--- src/rtl/muldiv_unit.sv ---
// Iterative RV32M multiply/divide unit: radix-2 shift-add multiply and restoring
// divide, one bit per clock, with sign handling done on magnitudes before and after.
module muldiv_unit #(
    parameter int XLEN = 32
) (
    input  logic            clk,
    input  logic            rst,
    input  logic            start,
    input  logic            kill,
    input  logic [2:0]      op,
    input  logic [XLEN-1:0] rs1_data,
    input  logic [XLEN-1:0] rs2_data,
    input  logic [4:0]      rd_addr_in,
    output logic            busy,
    output logic            done,
    output logic [XLEN-1:0] result,
    output logic [4:0]      rd_addr_out
);

    localparam int CW = $clog2(XLEN) + 1;

    localparam logic [2:0] OP_MUL    = 3'd0;
    localparam logic [2:0] OP_MULH   = 3'd1;
    localparam logic [2:0] OP_MULHSU = 3'd2;
    localparam logic [2:0] OP_DIV    = 3'd4;
    localparam logic [2:0] OP_REM    = 3'd6;

    typedef enum logic [1:0] {
        S_IDLE,
        S_CALC,
        S_FIN
    } state_t;

    state_t              r_state;
    logic                r_busy;
    logic                r_done;
    logic [XLEN-1:0]     r_result;
    logic [4:0]          r_rd_out;
    logic [CW-1:0]       r_count;
    logic [2:0]          r_op;
    logic [4:0]          r_rd;
    logic [XLEN-1:0]     r_opnd;
    logic [2*XLEN-1:0]   r_acc;
    logic                r_neg;
    logic                r_special;

    logic                w_a_signed;
    logic                w_b_signed;
    logic                w_a_neg;
    logic                w_b_neg;
    logic [XLEN-1:0]     w_a_abs;
    logic [XLEN-1:0]     w_b_abs;
    logic                w_is_div;
    logic                w_div_zero;
    logic                w_ovf;
    logic [XLEN-1:0]     w_special_val;
    logic                w_neg;

    // Operand conditioning at accept time: magnitudes, result sign, special cases.
    always_comb begin
        w_a_signed = (op == OP_MULH) || (op == OP_MULHSU) || (op == OP_DIV) || (op == OP_REM);
        w_b_signed = (op == OP_MULH) || (op == OP_DIV) || (op == OP_REM);
        w_a_neg    = w_a_signed && rs1_data[XLEN-1];
        w_b_neg    = w_b_signed && rs2_data[XLEN-1];
        w_a_abs    = w_a_neg ? (-rs1_data) : rs1_data;
        w_b_abs    = w_b_neg ? (-rs2_data) : rs2_data;
        w_is_div   = op[2];
        w_div_zero = w_is_div && (rs2_data == '0);
        w_ovf      = ((op == OP_DIV) || (op == OP_REM))
                     && (rs1_data == {1'b1, {(XLEN-1){1'b0}}})
                     && (rs2_data == '1);
        if (w_div_zero) begin
            w_special_val = op[1] ? rs1_data : '1;
        end else begin
            w_special_val = op[1] ? '0 : rs1_data;
        end
        // Remainder takes the dividend's sign; everything else the xor of both.
        if (w_is_div && op[1]) begin
            w_neg = w_a_neg;
        end else begin
            w_neg = w_a_neg ^ w_b_neg;
        end
    end

    logic [XLEN:0]       w_mul_sum;
    logic [2*XLEN-1:0]   w_mul_next;
    logic [XLEN:0]       w_div_part;
    logic                w_div_ge;
    logic [XLEN-1:0]     w_div_diff;
    logic [2*XLEN-1:0]   w_div_next;

    // Multiply: acc = {partial, multiplier}; add multiplicand into the top, shift right.
    // Divide:   acc = {remainder, quotient}; shift left, trial-subtract divisor.
    always_comb begin
        w_mul_sum  = {1'b0, r_acc[2*XLEN-1:XLEN]} + (r_acc[0] ? {1'b0, r_opnd} : '0);
        w_mul_next = {w_mul_sum, r_acc[XLEN-1:1]};
        w_div_part = r_acc[2*XLEN-1:XLEN-1];
        w_div_ge   = (w_div_part >= {1'b0, r_opnd});
        w_div_diff = w_div_part[XLEN-1:0] - r_opnd;
        if (w_div_ge) begin
            w_div_next = {w_div_diff, r_acc[XLEN-2:0], 1'b1};
        end else begin
            w_div_next = {r_acc[2*XLEN-2:0], 1'b0};
        end
    end

    logic [2*XLEN-1:0]   w_prod_fix;
    logic [XLEN-1:0]     w_quot_fix;
    logic [XLEN-1:0]     w_rem_fix;
    logic [XLEN-1:0]     w_result;

    always_comb begin
        w_prod_fix = r_neg ? (-r_acc) : r_acc;
        w_quot_fix = r_neg ? (-r_acc[XLEN-1:0]) : r_acc[XLEN-1:0];
        w_rem_fix  = r_neg ? (-r_acc[2*XLEN-1:XLEN]) : r_acc[2*XLEN-1:XLEN];
        if (r_special) begin
            w_result = r_acc[XLEN-1:0];
        end else if (r_op[2]) begin
            w_result = r_op[1] ? w_rem_fix : w_quot_fix;
        end else if (r_op == OP_MUL) begin
            w_result = w_prod_fix[XLEN-1:0];
        end else begin
            w_result = w_prod_fix[2*XLEN-1:XLEN];
        end
    end

    always_ff @(posedge clk) begin
        if (!rst) begin
            r_state   <= S_IDLE;
            r_busy    <= 1'b0;
            r_done    <= 1'b0;
            r_result  <= '0;
            r_rd_out  <= '0;
            r_count   <= '0;
            r_op      <= '0;
            r_rd      <= '0;
            r_opnd    <= '0;
            r_acc     <= '0;
            r_neg     <= 1'b0;
            r_special <= 1'b0;
        end else if (kill) begin
            r_state <= S_IDLE;
            r_busy  <= 1'b0;
            r_done  <= 1'b0;
        end else begin
            case (r_state)
                S_IDLE: begin
                    r_done <= 1'b0;
                    if (start) begin
                        r_op      <= op;
                        r_rd      <= rd_addr_in;
                        r_count   <= '0;
                        r_busy    <= 1'b1;
                        r_neg     <= w_neg;
                        r_special <= w_div_zero || w_ovf;
                        if (w_div_zero || w_ovf) begin
                            r_acc   <= {{XLEN{1'b0}}, w_special_val};
                            r_opnd  <= '0;
                            r_state <= S_FIN;
                        end else if (w_is_div) begin
                            r_acc   <= {{XLEN{1'b0}}, w_a_abs};
                            r_opnd  <= w_b_abs;
                            r_state <= S_CALC;
                        end else begin
                            r_acc   <= {{XLEN{1'b0}}, w_b_abs};
                            r_opnd  <= w_a_abs;
                            r_state <= S_CALC;
                        end
                    end
                end
                S_CALC: begin
                    r_acc   <= r_op[2] ? w_div_next : w_mul_next;
                    r_count <= r_count + CW'(1);
                    if (r_count == CW'(XLEN - 1)) begin
                        r_state <= S_FIN;
                    end
                end
                S_FIN: begin
                    // First FIN edge publishes the result; the second retires the op.
                    if (!r_done) begin
                        r_result <= w_result;
                        r_rd_out <= r_rd;
                        r_done   <= 1'b1;
                    end else begin
                        r_done  <= 1'b0;
                        r_busy  <= 1'b0;
                        r_state <= S_IDLE;
                    end
                end
                default: begin
                    r_state <= S_IDLE;
                    r_busy  <= 1'b0;
                    r_done  <= 1'b0;
                end
            endcase
        end
    end

    assign busy        = r_busy;
    assign done        = r_done;
    assign result      = r_result;
    assign rd_addr_out = r_rd_out;

endmodule

--- config.mk ---
export PLATFORM = sky130hd
export DESIGN_NAME = muldiv_unit
export DESIGN_NICKNAME = d
export VERILOG_FILES = /design/src/rtl/muldiv_unit.sv
export SDC_FILE = /design/constraint.sdc
export NUM_CORES = 1
export LEC_CHECK = 0
export CAP_MARGIN = 0
export CELL_PAD_IN_SITES_DETAIL_PLACEMENT = 1
export CELL_PAD_IN_SITES_GLOBAL_PLACEMENT = 1
export CORE_UTILIZATION = 25
export CTS_BUF_LIST = sky130_fd_sc_hd__clkbuf_4 sky130_fd_sc_hd__clkbuf_8
export CTS_CLUSTER_DIAMETER = 80
export DETAILED_ROUTE_END_ITERATION = 10
export GPL_TIMING_DRIVEN = 0
export PLACE_DENSITY_LB_ADDON = 0.1
export SYNTH_ARGS = -nofsm -noshare
export SYNTH_HDL_FRONTEND = slang
export SYNTH_SLANG_ARGS = --single-unit
--- constraint.sdc ---
create_clock -name clk -period 8.16 [get_ports clk]
set_input_delay 1.632 -clock clk [delete_from_list [all_inputs] [get_ports clk]]
set_output_delay 1.632 -clock clk [all_outputs]
set_load 0.05 [all_outputs]
==> impl_metrics.py, run 1 <==
metrics = {
    "run_status": {
        "status": "complete, no violations",
    },
    "critical_path": {
        "startpoint_type": "flip-flop",
        "path_class": "flip-flop to flip-flop",
        "reg2reg_to": "r_acc[61]",
        "r2r_cells": 13,
        "ff2ff_setup_slack_ps": 2750,
        "cp-end-kind": "flip-flop",
        "cp.required_ps": 8600,
        "critical_path_arrival_ps": 5850,
        "cp_max_fo": 10,
        "r2r_start": "r_acc[0]",
    },
    "global_route": {
        "grt.overflow.total": 0,
        "grt_pass1_vias": 17930,
        "grt_max_degree": 17,
        "grt_pass1_wl_microns": 123300,
        "antenna_found_initial": 4,
        "track_usage_pct": 26.70,
    },
    "cts": {
        "htree_levels": 4,
        "numClockSinks": 153,
        "cts_tree": "built",
        "clk_pin_slew_ps": 100,
        "clock_path_buffers": 2,
        "cts_resized": 0,
        "clock_tree.root_cell": "clkbuf_8",
        "holdBufCountCts": 0,
        "clk_latency_ps": 570,
        "cts_buffers": 17,
        "post_cts_buffers": 0,
    },
    "synthesis": {
        "synth_ff_type": "dfxtp_1",
        "ys_warn_count": 0,
        "synth_edf_count": 0,
        "netlist_instances": 2187,
        "postSynthAreaPerCell_sq_um": 7.011,
        "syn_nets": 2335,
        "synthArstFlopShare_pct": 0,
        "synth-seq-cells": 153,
        "ys_seq_area_share_pct": 19.98,
        "netlist_area_sq_um": 15330,
        "synth.distinct_cells": 84,
    },
    "drt": {
        "viasPerCell": 5.678,
        "drc": 0,
        "met2_length_microns": 38540,
        "wl_met3_microns": 3172,
        "vias": 17680,
        "top_layer": "met5",
        "dr.pass1.iters": 6,
        "wl_per_cell_microns": 27.05,
        "wirelength_microns": 84220,
        "wl_met1_microns": 39330,
        "drtIter0Drc": 1142,
        "postRouteAntennaNets": 0,
    },
    "timing": {
        "rsz0062_at_grt": "no",
        "relSlewSlack_pct": 18.78,
        "report.final.slew_viol_count": 0,
        "worst_pin_slew_ps": 1188,
        "fmax_ghz": 0.1849,
        "fin_tns_setup_ps": 0,
        "fin_worst_skew_ps": 25.73,
        "fin_crit_ps": 5409,
        "period_share_pct": 66.28,
        "hold_violations": 0,
        "whs_ps": 471.5,
        "finalSetupViolCount": 0,
    },
    "final_layout": {
        "drive_gt1_share_pct": 3.389,
        "syn_to_final_growth_pct": 16.15,
        "fillers": 7510,
        "nets": 2466,
    },
    "floorplan": {
        "core_area_sq_um": 60470,
        "die_h_microns": 249.6,
        "pin_count": 115,
        "row_count": 90,
        "fp.dieW_microns": 249.6,
        "start_util_pct": 25.35,
        "die_area_sq_um": 62320,
    },
    "min_path": {
        "hold_path.class": "flip-flop to flip-flop",
        "whs_path_depth": 2,
        "worst_hold_startpoint": "r_rd[4]",
        "hold-path-endpoint": "rd_addr_out[4]",
    },
    "power": {
        "p_leak_nw": 6.591,
        "peakVddDrop_v": 0.00006450,
        "p_total_w": 0.002246,
        "power_density_nw_per_um2": 126.1,
    },
    "job": {
        "cap_violations": 0,
    },
    "place": {
        "place.gp.congestion": 0.9587,
        "hpwl_microns": 68200,
        "portBuffers": 112,
    },
}
## logic make-up (layout without fill, tap and decap cells)
group	count (synthesis)	after routing	share of synthesized area (%)
flops	153	153	19.98
fa+ha+maj	72	72	5.974
simple gates	746	746	23.07
compound gates	763	763	31.90
buf+inv	229	373	5.778
other cells	0	1	0
xor+xnor	179	179	10.23
mux	45	45	3.077
## synthesized netlist by cell type (42+ instances only)
library cell  instances  share of area [%]
nand2_1             279                6.8
o21ai_0             216                7.1
nor2_1              170                4.2
a21oi_1             165                5.4
dfxtp_1             153                 20
clkbuf_1            143                3.5
xnor2_1             105                6.0
xor2_1               74                4.2
o211ai_1             71                3.5
ha_1                 70                5.7
inv_1                61                1.5
nand3_1              48                1.6
nor3_1               47                1.5
a21o_1               44                2.2
or3_1                42                1.7
## sequential cells by signal, indices dropped and copies added (netlist names), 2 cells and up
signal       cells
r_acc           64
r_count          6
r_op             3
r_opnd          32
r_rd             5
r_state          2
rd_addr_out      5
result          32
## worst max-delay path by stage
stage / cells past startpoint / from / endpoint / slack, ps
2_1_floorplan: 11 / rs1_data[9] / r_acc[19] / 3920
3_3_place_gp: 12 / rs1_data[9] / r_opnd[12] / 2460
3_5_place_dp: 12 / rs1_data[9] / r_opnd[12] / 2460
4_1_cts: 13 / r_acc[0] / r_acc[61] / 2810
5_1_grt: 13 / r_acc[0] / r_acc[61] / 2480
6_report: 13 / r_acc[0] / r_acc[61] / 2750
## cells in the final DEF, fill, tap and decap left out, types with 8 or more instances in the layout
cell type        instances
nand2_1                279
o21ai_0                216
nor2_1                 170
a21oi_1                165
dfxtp_1                153
clkbuf_1               143
clkdlybuf4s50_1        112
xnor2_1                105
xor2_1                  74
o211ai_1                71
ha_1                    70
inv_1                   61
nand3_1                 48
nor3_1                  47
a21o_1                  44
or3_1                   42
mux2i_1                 37
o31ai_1                 34
a31oi_1                 26
a21boi_0                24
a22oi_1                 23
nand2b_1                23
or4_1                   21
nand4_1                 21
a211oi_1                20
and2_1                  17
clkbuf_8                17
o21a_1                  16
o41ai_1                 16
nor4_1                  14
a221oi_1                14
nor2b_1                 13
buf_2                   11
buf_1                   11
or2_2                    9
and3_1                   9
a32o_1                   8
o21bai_1                 8
## per-stage QoR
step                      instance area, sq um  util, %  worst slack (ps)  instances
final                                    17810    29.45              2751       3114
after global routing                     17810    29.45              2481       3114
after CTS                                17810    29.45              2812       3113
after detailed placement                 17430    28.83              2461       3081
after global placement                   17430    28.83              2464       3081
after floorplan                          15330        -              3918       2187
## area by class of cell
type / count / area, sq um / share of cell area, %
Antenna cell: 1 / 2.502 / 0.01405
Clock buffer: 17 / 234.0 / 1.314
Tap cell: 782 / 978.4 / 5.494
Sequential cell: 153 / 3063 / 17.20
Multi-Input combinational cell: 1805 / 11380 / 63.92
Timing Repair Buffer: 112 / 1121 / 6.295
Inverter: 61 / 229.0 / 1.286
Clock inverter: 15 / 140.1 / 0.7869
Buffer: 168 / 656.9 / 3.689
## layer usage
layer | GRT usage (%) | vias up
li1 | - | 8225
met1 | 35.90 | 8865
met2 | 43.45 | 466
met3 | 3.004 | 122
met4 | 10.30 | 2
met5 | 0 | -
## worst max-delay path, stage by stage (launching register included)
cell and delay [ps]:
dfxtp_1 460, inv_1 310, clkbuf_1 510, nor2_1 110
ha_1 410, o211ai_1 110, a21oi_1 230, o21ai_0 340
o311ai_0 1080, a31oi_1 370, o41ai_1 700, nor2_1 120
xnor2_1 200, a221o_1 320
## power breakdown
group / switching, W / leakage [nW] / internal [W]
logic: 0.000559 / 5.16 / 0.000259
registers: 0.0000326 / 1.24 / 0.000774
clock network: 0.000375 / 0.191 / 0.000246
(Power assumes the default switching activity.)
==> run 2: changes to the inputs <==
Clock period 8.16 ns to 4.34 ns, I/O delays scaled along.
==> run 2 against run 1 <==
Hold slack got worse by 0.77 ps. Worst setup slack worse by 2700 ps. Sequential share of layout area fell by 0.064 points. Cell count is the same. Clock power up 88%. Largest power group unchanged.
==> impl_metrics.py, run 2 (synthesized netlist as in run 1, its figures left out) <==
metrics = {
    "timing": {
        "whs_ps": 470.8,
        "worst_pin_slew_ps": 1016,
        "fmax_ghz": 0.2325,
        "fin_worst_skew_ps": 27.90,
        "fin_crit_ps": 4301,
        "timing.final.ws_setup_ps": 39.11,
        "report.final.slew_viol_count": 0,
        "finalSetupViolCount": 0,
        "period_share_pct": 99.10,
        "hold_violations": 0,
        "relSlewSlack_pct": 32.02,
    },
    "cts": {
        "cts_buffers": 17,
        "htree_levels": 4,
        "clock_tree.root_cell": "clkbuf_8",
        "clock_path_buffers": 2,
        "clk_pin_slew_ps": 100,
        "holdBufCountCts": 0,
        "cts_tree": "built",
        "numClockSinks": 153,
        "clk_latency_ps": 580,
    },
    "final_layout": {
        "layout_common_cells": "nand2_1 (279), o21ai_0 (211), nor2_1 (170), a21oi_1 (164), dfxtp_1 (151)",
        "largest_register": "r_acc",
        "largest_reg_flops": 64,
        "final_cells": 3114,
        "syn_to_final_growth_pct": 16.68,
        "drive_gt1_share_pct": 4.118,
        "stdcell_area_sq_um": 17890,
        "nets": 2466,
        "fillers": 7501,
        "layout_commonest_cell": "nand2_1",
    },
    "critical_path": {
        "r2r_cells": 11,
        "crit_slowest_cell": "or4_1",
        "critical_path_arrival_ps": 4700,
        "cp.required_ps": 4740,
        "cp_max_fo": 10,
        "crit_chain": "clkdlybuf4s50_1 -> or4_1 -> or4_1 -> clkbuf_1 -> or3_4 -> nor3_2 -> or2_4 -> nor2_1 -> buf_2 -> o211ai_1 -> o21ai_0",
        "cp-end-kind": "flip-flop",
        "critPathMaxStageDelay_ps": 660,
        "cpMostUsedCell": "or4_1",
        "path_class": "input pin to flip-flop",
        "startpoint_type": "input pin",
    },
    "drt": {
        "dr.pass1.iters": 5,
        "vias": 17720,
        "postRouteAntennaNets": 0,
        "drtIter0Drc": 1185,
        "drc": 0,
        "wl_per_cell_microns": 27.08,
        "viasPerCell": 5.689,
        "wirelength_microns": 84320,
    },
    "place": {
        "portBuffers": 112,
        "dp_slack_ps": -960.5,
        "hpwl_microns": 68200,
        "place.gp.congestion": 0.9587,
        "dp.cells": 3081,
        "place_area_sq_um": 17430,
    },
    "job": {
        "cap_violations": 0,
    },
    "power": {
        "p_leak_nw": 6.642,
        "p_total_w": 0.004231,
        "peakVddDrop_v": 0.0001234,
        "power_density_nw_per_um2": 236.5,
    },
    "min_path": {
        "whs_path_depth": 2,
        "hold_path.class": "flip-flop to flip-flop",
    },
    "floorplan": {
        "core_area_sq_um": 60470,
        "start_util_pct": 25.35,
        "fp.dieW_microns": 249.6,
        "die_h_microns": 249.6,
        "row_count": 90,
        "pin_count": 115,
        "die_area_sq_um": 62320,
    },
    "global_route": {
        "grt_max_degree": 17,
        "grt.overflow.total": 0,
        "track_usage_pct": 26.73,
        "antenna_found_initial": 4,
        "grt_pass1_vias": 17930,
        "grt_pass1_wl_microns": 123500,
    },
    "run_status": {
        "status": "complete, no violations",
    },
}
-- run 2: cell types whose count changed in the layout (fill, tap and decap cells not counted), moves of 4 or more --
cell / change
o21ai_0: -5
clkbuf_1: -4
clkbuf_2: +4
o21ai_1: +4
-- run 2: path summary, 6_finish.rpt --
kind | slack [ps] | to | startpoint
worst max-delay path | 40 | r_opnd[12] | rs1_data[9]
worst min-delay path | 470 | rd_addr_out[4] | r_rd[4]
worst max register to register | 90 | result[25] | r_acc[16]
worst min register to register | 470 | rd_addr_out[4] | r_rd[4]
-- run 2: final cells by class --
class | count | area [sq um] | share of cell area (%)
inverters | 61 | 229.0 | 1.280
plain buffers | 167 | 658.1 | 3.679
well taps | 782 | 978.4 | 5.469
clock inverters | 15 | 140.1 | 0.7833
repair buffers | 113 | 1129 | 6.309
diodes | 1 | 2.502 | 0.01399
flip-flops and latches | 153 | 3065 | 17.14
multi-input cells | 1805 | 11450 | 64.02
clock buffers | 17 | 234.0 | 1.308
-- run 2: what timing repair did --
item | 4_1_cts | 5_1_grt
endpoints found under the setup margin | 35 | 37
pin swaps | 1 | 1
gates resized for setup | 16 | 14
setup buffers | 1 | 0
-- run 2: through the flow --
stage / TNS (ps) / utilization [%]
6_report: 0 / 29.58
5_1_grt: -12.70 / 29.58
4_1_cts: 0 / 29.54
3_5_place_dp: -30270 / 28.83
3_3_place_gp: -29290 / 28.83
2_1_floorplan: 0 / -
-- run 2: power breakdown --
part	internal (W)	switching (W)
combinational	0.000491	0.00105
sequential	0.00145	0.0000612
clock	0.000463	0.000707
-- run 2: per-layer routing --
metal | GRT usage [%] | share of wire, %
met5 | 0 | 0.015
met1 | 35.94 | 46
met3 | 3.045 | 4.3
met4 | 9.982 | 3.6
met2 | 43.62 | 46
-- run 2: critical path: cells and delay by family --
kind | cells | cell delay, ps
AO/OA/AOI/OAI | 2 | 550
buffers and inverters | 3 | 980
AND/OR/NAND/NOR | 6 | 2290
==> run 3: changes to the inputs <==
Settings changed: SLEW_MARGIN set to 20.
==> results of run 3 <==
No change in the layout: final DEF, timing and power equal those of run 2.
